$ cat config.mk
export PLATFORM = sky130hd
export DESIGN_NAME = ram_sp_ctrl
export DESIGN_NICKNAME = d
export VERILOG_FILES = /design/src/rtl/fetch_ram_pkg.sv /design/src/rtl/ram_wq.sv /design/src/rtl/ram_sp_ctrl.sv
export SDC_FILE = /design/constraint.sdc
export NUM_CORES = 1
export LEC_CHECK = 0
export ABC_CLOCK_PERIOD_IN_PS = 4700
export CORE_ASPECT_RATIO = 1.5
export CORE_UTILIZATION = 56
export CTS_CLUSTER_DIAMETER = 40
export DETAILED_ROUTE_END_ITERATION = 10
export HOLD_SLACK_MARGIN = 0.1
export PLACE_DENSITY = 0.82
export SLEW_MARGIN = 10
export SYNTH_ARGS = -nofsm -noshare
export SYNTH_HDL_FRONTEND = slang
export SYNTH_SLANG_ARGS = --single-unit
$ cat constraint.sdc
create_clock -name clk -period 4.7 [get_ports clk]
set_input_delay 0.94 -clock clk [delete_from_list [all_inputs] [get_ports clk]]
set_output_delay 0.94 -clock clk [all_outputs]
set_load 0.005 [all_outputs]
$ cat src/rtl/fetch_ram_pkg.sv
// ---------------------------------------------------------------------------
// fetch_ram_pkg
// Shared constants and types for the fetch-stage table RAM port controller
// (ram_sp_ctrl) and its write queue (ram_wq).
//   - table geometry (entry width, entry count, index width, clear value)
//   - write-queue geometry
//   - controller state encoding
//   - write-queue entry type
// ---------------------------------------------------------------------------
package fetch_ram_pkg;

    localparam int unsigned DATAWIDTH = 64;
    localparam int unsigned INDEXSIZE = 256;
    localparam int unsigned LOGINDEX  = 8;
    localparam int unsigned WQDEPTH   = 4;
    localparam int unsigned LOGWQ     = 2;

    localparam logic [DATAWIDTH-1:0] INITVALUE = {DATAWIDTH{1'b0}};

    // Sweep counter value of the final entry; the counter is one bit wider
    // than the index so it can step past the table end without wrapping.
    localparam logic [LOGINDEX:0] SWEEP_LAST = (LOGINDEX+1)'(INDEXSIZE - 1);

    typedef enum logic {
        ST_CLEAR = 1'b0,
        ST_RUN   = 1'b1
    } state_e;

    typedef struct packed {
        logic                 valid;
        logic [LOGINDEX-1:0]  index;
        logic [DATAWIDTH-1:0] data;
    } wq_entry_t;

    // Circular pointer advance for the write queue.
    function automatic logic [LOGWQ-1:0] wq_ptr_inc(input logic [LOGWQ-1:0] ptr);
        return ptr + {{(LOGWQ-1){1'b0}}, 1'b1};
    endfunction

endpackage

$ cat src/rtl/ram_wq.sv
// ---------------------------------------------------------------------------
// ram_wq
// WQDEPTH-entry FIFO of pending table updates with a youngest-match lookup
// used to forward not-yet-written data to reads.
// Ports:
//   clk             clock
//   clr_i           synchronous clear (empties the queue)
//   enq_i           push {enq_index_i, enq_data_i}; ignored when full
//   deq_i           pop head; ignored when empty
//   lookup_index_i  index searched among valid entries
//   full_o/empty_o  occupancy flags (state before this cycle's push/pop)
//   head_index_o    index of the oldest entry
//   head_data_o     data of the oldest entry
//   hit_o           some valid entry matches lookup_index_i
//   hit_data_o      data of the youngest matching entry
// ---------------------------------------------------------------------------
module ram_wq
    import fetch_ram_pkg::*;
(
    input  logic                 clk,
    input  logic                 clr_i,
    input  logic                 enq_i,
    input  logic [LOGINDEX-1:0]  enq_index_i,
    input  logic [DATAWIDTH-1:0] enq_data_i,
    input  logic                 deq_i,
    input  logic [LOGINDEX-1:0]  lookup_index_i,
    output logic                 full_o,
    output logic                 empty_o,
    output logic [LOGINDEX-1:0]  head_index_o,
    output logic [DATAWIDTH-1:0] head_data_o,
    output logic                 hit_o,
    output logic [DATAWIDTH-1:0] hit_data_o
);

    localparam logic [LOGWQ:0] COUNT_FULL = (LOGWQ+1)'(WQDEPTH);

    wq_entry_t      mem_q [WQDEPTH];
    logic [LOGWQ-1:0] head_q;
    logic [LOGWQ-1:0] tail_q;
    logic [LOGWQ:0]   count_q;
    logic             enq_ok_s;
    logic             deq_ok_s;

    assign full_o       = (count_q == COUNT_FULL);
    assign empty_o      = (count_q == {(LOGWQ+1){1'b0}});
    assign enq_ok_s     = enq_i && !full_o;
    assign deq_ok_s     = deq_i && !empty_o;
    assign head_index_o = mem_q[head_q].index;
    assign head_data_o  = mem_q[head_q].data;

    // Queue storage, pointers and occupancy count.
    // Push only when not full and pop only when not empty, so head and tail
    // never name the same slot in one cycle.
    always_ff @(posedge clk) begin
        if (clr_i) begin
            head_q  <= {LOGWQ{1'b0}};
            tail_q  <= {LOGWQ{1'b0}};
            count_q <= {(LOGWQ+1){1'b0}};
            for (int i = 0; i < WQDEPTH; i++) begin
                mem_q[i].valid <= 1'b0;
            end
        end else begin
            if (deq_ok_s) begin
                mem_q[head_q].valid <= 1'b0;
                head_q              <= wq_ptr_inc(head_q);
            end
            if (enq_ok_s) begin
                mem_q[tail_q].valid <= 1'b1;
                mem_q[tail_q].index <= enq_index_i;
                mem_q[tail_q].data  <= enq_data_i;
                tail_q              <= wq_ptr_inc(tail_q);
            end
            case ({enq_ok_s, deq_ok_s})
                2'b10:   count_q <= count_q + {{LOGWQ{1'b0}}, 1'b1};
                2'b01:   count_q <= count_q - {{LOGWQ{1'b0}}, 1'b1};
                default: count_q <= count_q;
            endcase
        end
    end

    // Youngest-match search: walk from oldest to youngest so the last match
    // found is the most recent update to that index.
    always_comb begin
        hit_o      = 1'b0;
        hit_data_o = {DATAWIDTH{1'b0}};
        for (int i = 0; i < WQDEPTH; i++) begin
            if (mem_q[head_q + LOGWQ'(i)].valid &&
                (mem_q[head_q + LOGWQ'(i)].index == lookup_index_i)) begin
                hit_o      = 1'b1;
                hit_data_o = mem_q[head_q + LOGWQ'(i)].data;
            end else begin
                hit_o      = hit_o;
                hit_data_o = hit_data_o;
            end
        end
    end

endmodule

$ cat src/rtl/ram_sp_ctrl.sv
// ---------------------------------------------------------------------------
// ram_sp_ctrl
// Shares the single port of the fetch-stage table RAM between a
// combinational lookup, a queued update path and a clear sweep that writes
// INITVALUE to every entry, one per cycle, after reset or flush_in.
// Ports:
//   clk, reset                    clock, synchronous active-high reset
//   flush_in                      restart the sweep, discard queued updates
//   rd_req_in/rd_index_in         lookup request
//   rd_grant_out/rd_data_out      lookup served this cycle / its data
//   wr_req_in/wr_index_in/
//   wr_data_in                    update request
//   wr_ready_out                  update accepted at this edge
//   busy_out                      clear sweep in progress
//   ram_we_out/ram_index_out/
//   ram_data_out                  RAM port drive
//   ram_data_in                   RAM combinational read data
// ---------------------------------------------------------------------------
module ram_sp_ctrl
    import fetch_ram_pkg::*;
(
    input  logic                 clk,
    input  logic                 reset,
    input  logic                 flush_in,
    input  logic                 rd_req_in,
    input  logic [LOGINDEX-1:0]  rd_index_in,
    output logic                 rd_grant_out,
    output logic [DATAWIDTH-1:0] rd_data_out,
    input  logic                 wr_req_in,
    input  logic [LOGINDEX-1:0]  wr_index_in,
    input  logic [DATAWIDTH-1:0] wr_data_in,
    output logic                 wr_ready_out,
    output logic                 busy_out,
    output logic                 ram_we_out,
    output logic [LOGINDEX-1:0]  ram_index_out,
    output logic [DATAWIDTH-1:0] ram_data_out,
    input  logic [DATAWIDTH-1:0] ram_data_in
);

    state_e              state_q, state_d;
    logic [LOGINDEX:0]   cnt_q, cnt_d;

    logic                wq_clr_s;
    logic                wq_enq_s;
    logic                wq_deq_s;
    logic                wq_full_s;
    logic                wq_empty_s;
    logic [LOGINDEX-1:0] wq_head_index_s;
    logic [DATAWIDTH-1:0] wq_head_data_s;
    logic                wq_hit_s;
    logic [DATAWIDTH-1:0] wq_hit_data_s;

    assign wq_clr_s = reset || flush_in;
    // An update arriving with a flush is dropped along with the queue.
    assign wq_enq_s = wr_req_in && wr_ready_out && !flush_in;

    ram_wq u_wq (
        .clk            (clk),
        .clr_i          (wq_clr_s),
        .enq_i          (wq_enq_s),
        .enq_index_i    (wr_index_in),
        .enq_data_i     (wr_data_in),
        .deq_i          (wq_deq_s),
        .lookup_index_i (rd_index_in),
        .full_o         (wq_full_s),
        .empty_o        (wq_empty_s),
        .head_index_o   (wq_head_index_s),
        .head_data_o    (wq_head_data_s),
        .hit_o          (wq_hit_s),
        .hit_data_o     (wq_hit_data_s)
    );

    // State and sweep counter registers.
    always_ff @(posedge clk) begin
        if (reset) begin
            state_q <= ST_CLEAR;
            cnt_q   <= {(LOGINDEX+1){1'b0}};
        end else begin
            state_q <= state_d;
            cnt_q   <= cnt_d;
        end
    end

    // Next state: sweep one entry per cycle, leave CLEAR after the last one.
    always_comb begin
        state_d = state_q;
        cnt_d   = cnt_q;
        if (flush_in) begin
            state_d = ST_CLEAR;
            cnt_d   = {(LOGINDEX+1){1'b0}};
        end else begin
            case (state_q)
                ST_CLEAR: begin
                    cnt_d = cnt_q + {{LOGINDEX{1'b0}}, 1'b1};
                    if (cnt_q == SWEEP_LAST) begin
                        state_d = ST_RUN;
                    end else begin
                        state_d = ST_CLEAR;
                    end
                end
                ST_RUN: begin
                    state_d = ST_RUN;
                end
                default: begin
                    state_d = ST_CLEAR;
                    cnt_d   = {(LOGINDEX+1){1'b0}};
                end
            endcase
        end
    end

    // Port arbitration and output muxing. A full queue must drain before a
    // read so the update path can never stall indefinitely. Queue writes are
    // held off during a flush cycle so discarded updates never reach the RAM.
    always_comb begin
        ram_we_out    = 1'b0;
        ram_index_out = rd_index_in;
        ram_data_out  = INITVALUE;
        rd_grant_out  = 1'b0;
        rd_data_out   = {DATAWIDTH{1'b0}};
        wr_ready_out  = 1'b0;
        busy_out      = 1'b1;
        wq_deq_s      = 1'b0;
        if (reset) begin
            busy_out = 1'b1;
        end else begin
            case (state_q)
                ST_CLEAR: begin
                    ram_we_out    = 1'b1;
                    ram_index_out = cnt_q[LOGINDEX-1:0];
                    ram_data_out  = INITVALUE;
                    busy_out      = 1'b1;
                end
                ST_RUN: begin
                    busy_out     = 1'b0;
                    wr_ready_out = !wq_full_s;
                    if (wq_full_s && !flush_in) begin
                        wq_deq_s      = 1'b1;
                        ram_we_out    = 1'b1;
                        ram_index_out = wq_head_index_s;
                        ram_data_out  = wq_head_data_s;
                    end else if (rd_req_in) begin
                        rd_grant_out = 1'b1;
                        rd_data_out  = wq_hit_s ? wq_hit_data_s : ram_data_in;
                    end else if (!wq_empty_s && !flush_in) begin
                        wq_deq_s      = 1'b1;
                        ram_we_out    = 1'b1;
                        ram_index_out = wq_head_index_s;
                        ram_data_out  = wq_head_data_s;
                    end else begin
                        ram_we_out = 1'b0;
                    end
                end
                default: begin
                    busy_out = 1'b1;
                end
            endcase
        end
    end

endmodule

==> results.yml <==
worst_hold_path:
  min_from: "u_wq.tail_q[1]"
  hold_depth: 2
  hold_path_class: "flop to flop"
  hold_end: "u_wq.tail_q[1]"
clock_network:
  h-tree-depth: 2
  clockBufferDepth: 3
  clock-sinks: 311
  cts_root_buf: "clkbuf_16"
  cts_inserted_buffers: 36
  cts.hold.buffers_added: 0
  clock_latency_ns: 0.53
  clk_pin_slew_worst_paths_ns: 0.07
  cts_tree: "done"
yosys:
  synth_fp_nets: 1422
  synth-seq-cells: 311
  synth_enable_flop_cells: 288
  synth_area_per_cell_sq_um: 15.7
  yosys.area_share.simple_pct: 5.22
  synthAdderAreaFrac_pct: 0.543
  yosysSeqAreaShare_pct: 46.0
  synth_compound_area_share_pct: 9.64
  syn_area_sq_um: 19800
  yosysUniqueCellTypes: 48
  synth_top_family_by_area: "multiplexers"
  synth_ff_type: "edfxtp_1"
  synth_cells: 1265
  synth_mux_area_share_pct: 32.4
  synth_xor_area_share_pct: 2.17
  async_flop_share_pct: 0
  synth_warnings: 0
timing:
  rsz0062_at_grt: "yes"
  hold_viol: 0
  setup_viol: 3
  slew_headroom_pct: 39.2
  fin_skew_ns: 0.0149
  slew_viol_final: 0
  fin_crit_ns: 4.76
  layout_setup_ws_ns: -0.0619
  setup_tns_ns: -0.100
  tightest_slew_ns: 0.912
  timing.final.crit_share_pct: 101
  fmax_mhz: 210
placement:
  portBuffers: 288
  hpwl_microns: 37500
  place.gp.congestion: 0.930
finish:
  final_util_pct: 73.2
  drive_above_1_share_pct: 34.6
  syn_to_final_growth_pct: 28.9
  fin_nets: 1741
  fillers: 2176
  final_common_cell: "edfxtp_1"
  most-common-layout-cells: "edfxtp_1 (288), mux4_2 (269), clkdlybuf4s50_1 (217), nor2_1 (88), buf_4 (85)"
  multi_input_area_sq_um: 10300
  seqCellArea_sq_um: 9120
pwr:
  power.leakage_uw: 0.00799
  pwr-share-clk_pct: 45.5
  p_int_uw: 4720
  power_density_nw_per_um2: 233
  power.total_uw: 5960
  worst_ir_drop_vdd_v: 0.000283
  p_seq_share_pct: 50.7
  p_sw_uw: 1240
  comb_power_share_pct: 3.8
  switching_share_pct: 20.8
global_routing:
  antenna_found_initial: 7
  track_usage_pct: 33.1
  grt_pass1_wl_microns: 88700
  grt_pass1_vias: 15323
  overflow: 0
  grt_max_degree: 80
routing:
  drt_wl_total_microns: 59400
  drt_drc_violations_left: 0
  drt_first_pass_iters: 5
  drtIter0Drc: 1488
  routedWlPerCell_microns: 28.4
  post_drt_via_cell_ratio: 7.20
  ant_nets: 0
  vias: 15038
die:
  die_height_microns: 232
  rows: 84
  boundaryPins: 289
  start_util_pct: 56.8
  chipWidth_microns: 156
  die_area_sq_um: 36100
  core_area_sq_um: 34900
outcome:
  violations: "setup timing"
  outcome: "finished, violations left"
setup_path:
  startpoint_type: "flop"
  worstSetupPathType: "flop to output port"
  crit_arrival_ns: 3.82
  ff2ff_setup_slack_ns: 1.85
  rr_endpoint: "u_wq.mem_q[0][43]"
  end_kind: "output port"
  worstPathRequired_ns: 3.76
  path_max_fanout: 5
  rr_worst_depth: 7
  r2r-start: "state_q"
flow_run:
  maxCapViolCount: 0
==> kinds of logic after synthesis <==
group / count (synthesis)
simple gates: 202
buf+inv: 164
compound gates: 227
fa+ha+maj: 8
xor+xnor: 49
flops: 311
mux: 304
==> worst max path at each step <==
stage / from / endpoint / cells after the start
after global routing: flop / rd_data_out[34] / 13
after global placement: rd_index_in[5] / rd_data_out[27] / 13
after detailed placement: rd_index_in[5] / rd_data_out[40] / 14
after CTS: rd_index_in[5] / rd_data_out[23] / 17
after floorplan: reset / u_wq.mem_q[0][0] / 5
final: flop / rd_data_out[6] / 14
==> cells in the mapped netlist, types with 4 or more instances <==
cell / instances / area, sq um
edfxtp_1: 288 / 8650
mux4_2: 269 / 6060
nor2_1: 89 / 334
and2_1: 70 / 438
a32oi_1: 65 / 569
a221oi_1: 64 / 561
clkbuf_1: 62 / 233
o31ai_1: 55 / 413
buf_2: 35 / 175
mux2i_1: 32 / 320
xnor2_1: 30 / 263
dfxtp_1: 23 / 460
inv_1: 21 / 78.8
buf_1: 19 / 71.3
xor2_1: 19 / 166
buf_6: 13 / 146
buf_4: 12 / 90.1
a21oi_1: 9 / 45.0
nand2_1: 9 / 33.8
nand3_1: 9 / 45.0
o31ai_2: 9 / 113
a222oi_1: 8 / 80.1
ha_1: 7 / 87.6
nor2b_1: 4 / 25.0
o21ai_0: 4 / 20.0
==> state kept, by name, summed over array words and instances (netlist names), named ones only <==
| register | cells |
|---|---|
| cnt_q | 9 |
| u_wq.tail_q | 2 |
| u_wq.head_q | 2 |
| u_wq.count_q | 3 |
| state_q | 1 |
| u_wq.mem_q | 292 |
==> worst max-delay path, stage by stage, from the launching register on <==
cell           delay (ns)
dfxtp_4              0.37
buf_6                0.13
mux4_2               0.56
xnor2_2              0.20
nand4_1              0.13
nor4_2               0.38
buf_4                0.18
nor2b_4              0.15
buf_12               0.16
buf_12               0.13
buf_12               0.10
buf_4                0.11
a221oi_2             0.06
o31ai_2              0.33
dlygate4sd2_1        0.28
==> power by group through the flow <==
stage	sequential, uW	combinational, uW	clock, uW
finish	3020	227	2710
global route	3020	240	2830
CTS	3020	223	2740
detailed placement	3080	221	0
global placement	3080	217	0
floorplan	3080	37.7	0
==> stage by stage <==
stage	area [sq um]	hold WS [ns]	instances	setup WS, ns
2_1_floorplan	19800	0.454	1265	0.870
4_1_cts	25400	0.506	2077	-0.0689
5_1_grt	25500	0.529	2089	-0.0854
3_5_place_dp	23800	0.498	1987	-0.365
3_3_place_gp	23800	0.464	1987	-0.363
6_report	25500	0.506	2090	-0.0619
==> repair_timing <==
item	4_1_cts	5_1_grt
pin swaps	45	23
gates cloned	3	0
resized for setup	107	87
hold endpoints to repair	0	0
buffers inserted	24	6
endpoints found under the setup margin	64	20
==> final cells by class <==
cell class,count,share of cell area [%]
timing repair buffer,423,16.9
clock inverter,23,0.774
inverter,22,0.323
sequential,311,35.7
antenna,8,0.0784
multi-input combinational,790,40.2
clock buffer,40,3.67
tap,473,2.32
==> metal layers <==
layer	GRT usage, %	wire [microns]
met5	0	0
met4	19.9	3070
met3	6.01	5300
met2	57.0	31300
met1	38.7	19800
Note: power is estimated with default switching activity, not from simulation.
==> patch (same settings) <==
`LOGWQ`: 2 -> 4.
--- a/src/rtl/fetch_ram_pkg.sv
+++ b/src/rtl/fetch_ram_pkg.sv
@@ -14,5 +14,5 @@
     localparam int unsigned LOGINDEX  = 8;
     localparam int unsigned WQDEPTH   = 4;
-    localparam int unsigned LOGWQ     = 2;
+    localparam int unsigned LOGWQ     = 4;
 
     localparam logic [DATAWIDTH-1:0] INITVALUE = {DATAWIDTH{1'b0}};
Check against the original RTL: not settled (the Yosys comparison gave no result); the edit may change what the design does.
==> patch against the original RTL <==
The run still ends with setup timing left. Combinational power rose by 3%. Highest routed layer unchanged. Non-clock buffer count increased by 9. Total power increased by 7.2%. Count of clock-buffer cells in the layout up 6. Critical endpoint is now rd_data_out[35]. Worst setup slack better by 0.012 ns. Cell area increased by 4.9%. Sequential cell count grew 2. Routed wire length rose by 10%. Area after synthesis grew 4.2%. Core utilization is 1.1 points higher. Clock power is 15% higher. Critical path depth fell by 1. Largest cell class unchanged. Global-route usage up 0.41 points.
==> patch: results (changes against the original RTL) <==
status: "finished, violations left"
violations: "setup timing"
tns_ns: -0.1545  # -0.05453 ns
synth_cell_types: 51  # +6.3%
numCtsBuffers: 39  # +8.3%
nonClkBufAreaFrac_pct: 17.28  # +0.40 points
grtUsageTotal_pct: 33.55  # +0.41 points
clk_share_pct: 5.098  # +0.65 points
power.switching_mw: 1.308  # +5.7%
worstReg2RegStart: "u_wq.count_q[0]"
multi_input_area_share_pct: 40.48  # +0.25 points
post_drt_via_cell_ratio: 6.544  # -9.0%
path_max_fanout: 9  # +4
critPathSlowestCell: "clkdlybuf4s50_1"
antenna_found_initial: 9  # +2
setup_violations: 5  # +2
cts_resized: 106  # -0.93%
dp_hpwl_mm: 40.10  # +7.0%
ys_ff_latch: 313  # +0.64%
grt_use_met3_pct: 5.255  # -0.75 points
fillers: 2339  # +7.5%
post_cts_buffers: 15  # -38%
place_ws_ns: -0.3445  # +0.02012 ns
finClkSkew_ns: 0.01525  # +0.0003356 ns
clock_power_share_pct: 48.8  # +3.3 points
ir_drop_mv: 0.2747  # -2.9%
setup_slack_ns: -0.04965  # +0.01227 ns
m1WireLength_mm: 23.24  # +17%
num-clock-buffers: 46  # +15%
grt_max_degree: 128  # +60%
wl_met3_mm: 5.228  # -1.3%
ff2ff_setup_slack_ns: 0.95  # -0.90 ns
top_regs: "u_wq.mem_q: 292 flops, cnt_q: 9 flops, u_wq.count_q: 5 flops"
regArea_um2: 9164  # +0.44%
buffers_excl_clock: 432  # +2.1%
drive_above_1_share_pct: 21.53  # -13 points
syn_avg_cell_area_um2: 10.45  # -33%
inverters: 43  # +95%
synth_area_leaders: "edfxtp_1 (42%), mux4_2 (9.0%), mux2i_1 (7.8%), mux2_2 (7.0%), a21oi_1 (6.7%)"
==> patch: metrics by stage <==
step / power, mW / area [um2] / hold slack [ns]
2_1_floorplan: 3.141 / 20630 / 0.4544
3_3_place_gp: 3.314 / 24450 / 0.4645
3_5_place_dp: 3.319 / 24450 / 0.4864
4_1_cts: 6.399 / 26400 / 0.4940
5_1_grt: 6.523 / 26780 / 0.5264
6_report: 6.387 / 26780 / 0.4955
==> patch: cells by family after synthesis <==
kind of cell,count (synthesis),share of synthesized area (%)
AOI/OAI and AO/OA,604,15.69
and+or+nand+nor,398,8.631
muxes,370,23.70
DFF,313,44.35
buffers and inverters,225,4.670
xor gates and xnor gates,53,2.250
adders and majority gates,11,0.7036
==> patch: worst max-delay path, delay by kind of cell <==
| kind | cells | cell delay, ns |
|---|---|---|
| AND/OR/NAND/NOR | 3 | 0.59 |
| XOR/XNOR | 1 | 0.20 |
| buffers and inverters | 7 | 1.79 |
| AO/OA/AOI/OAI | 2 | 0.26 |
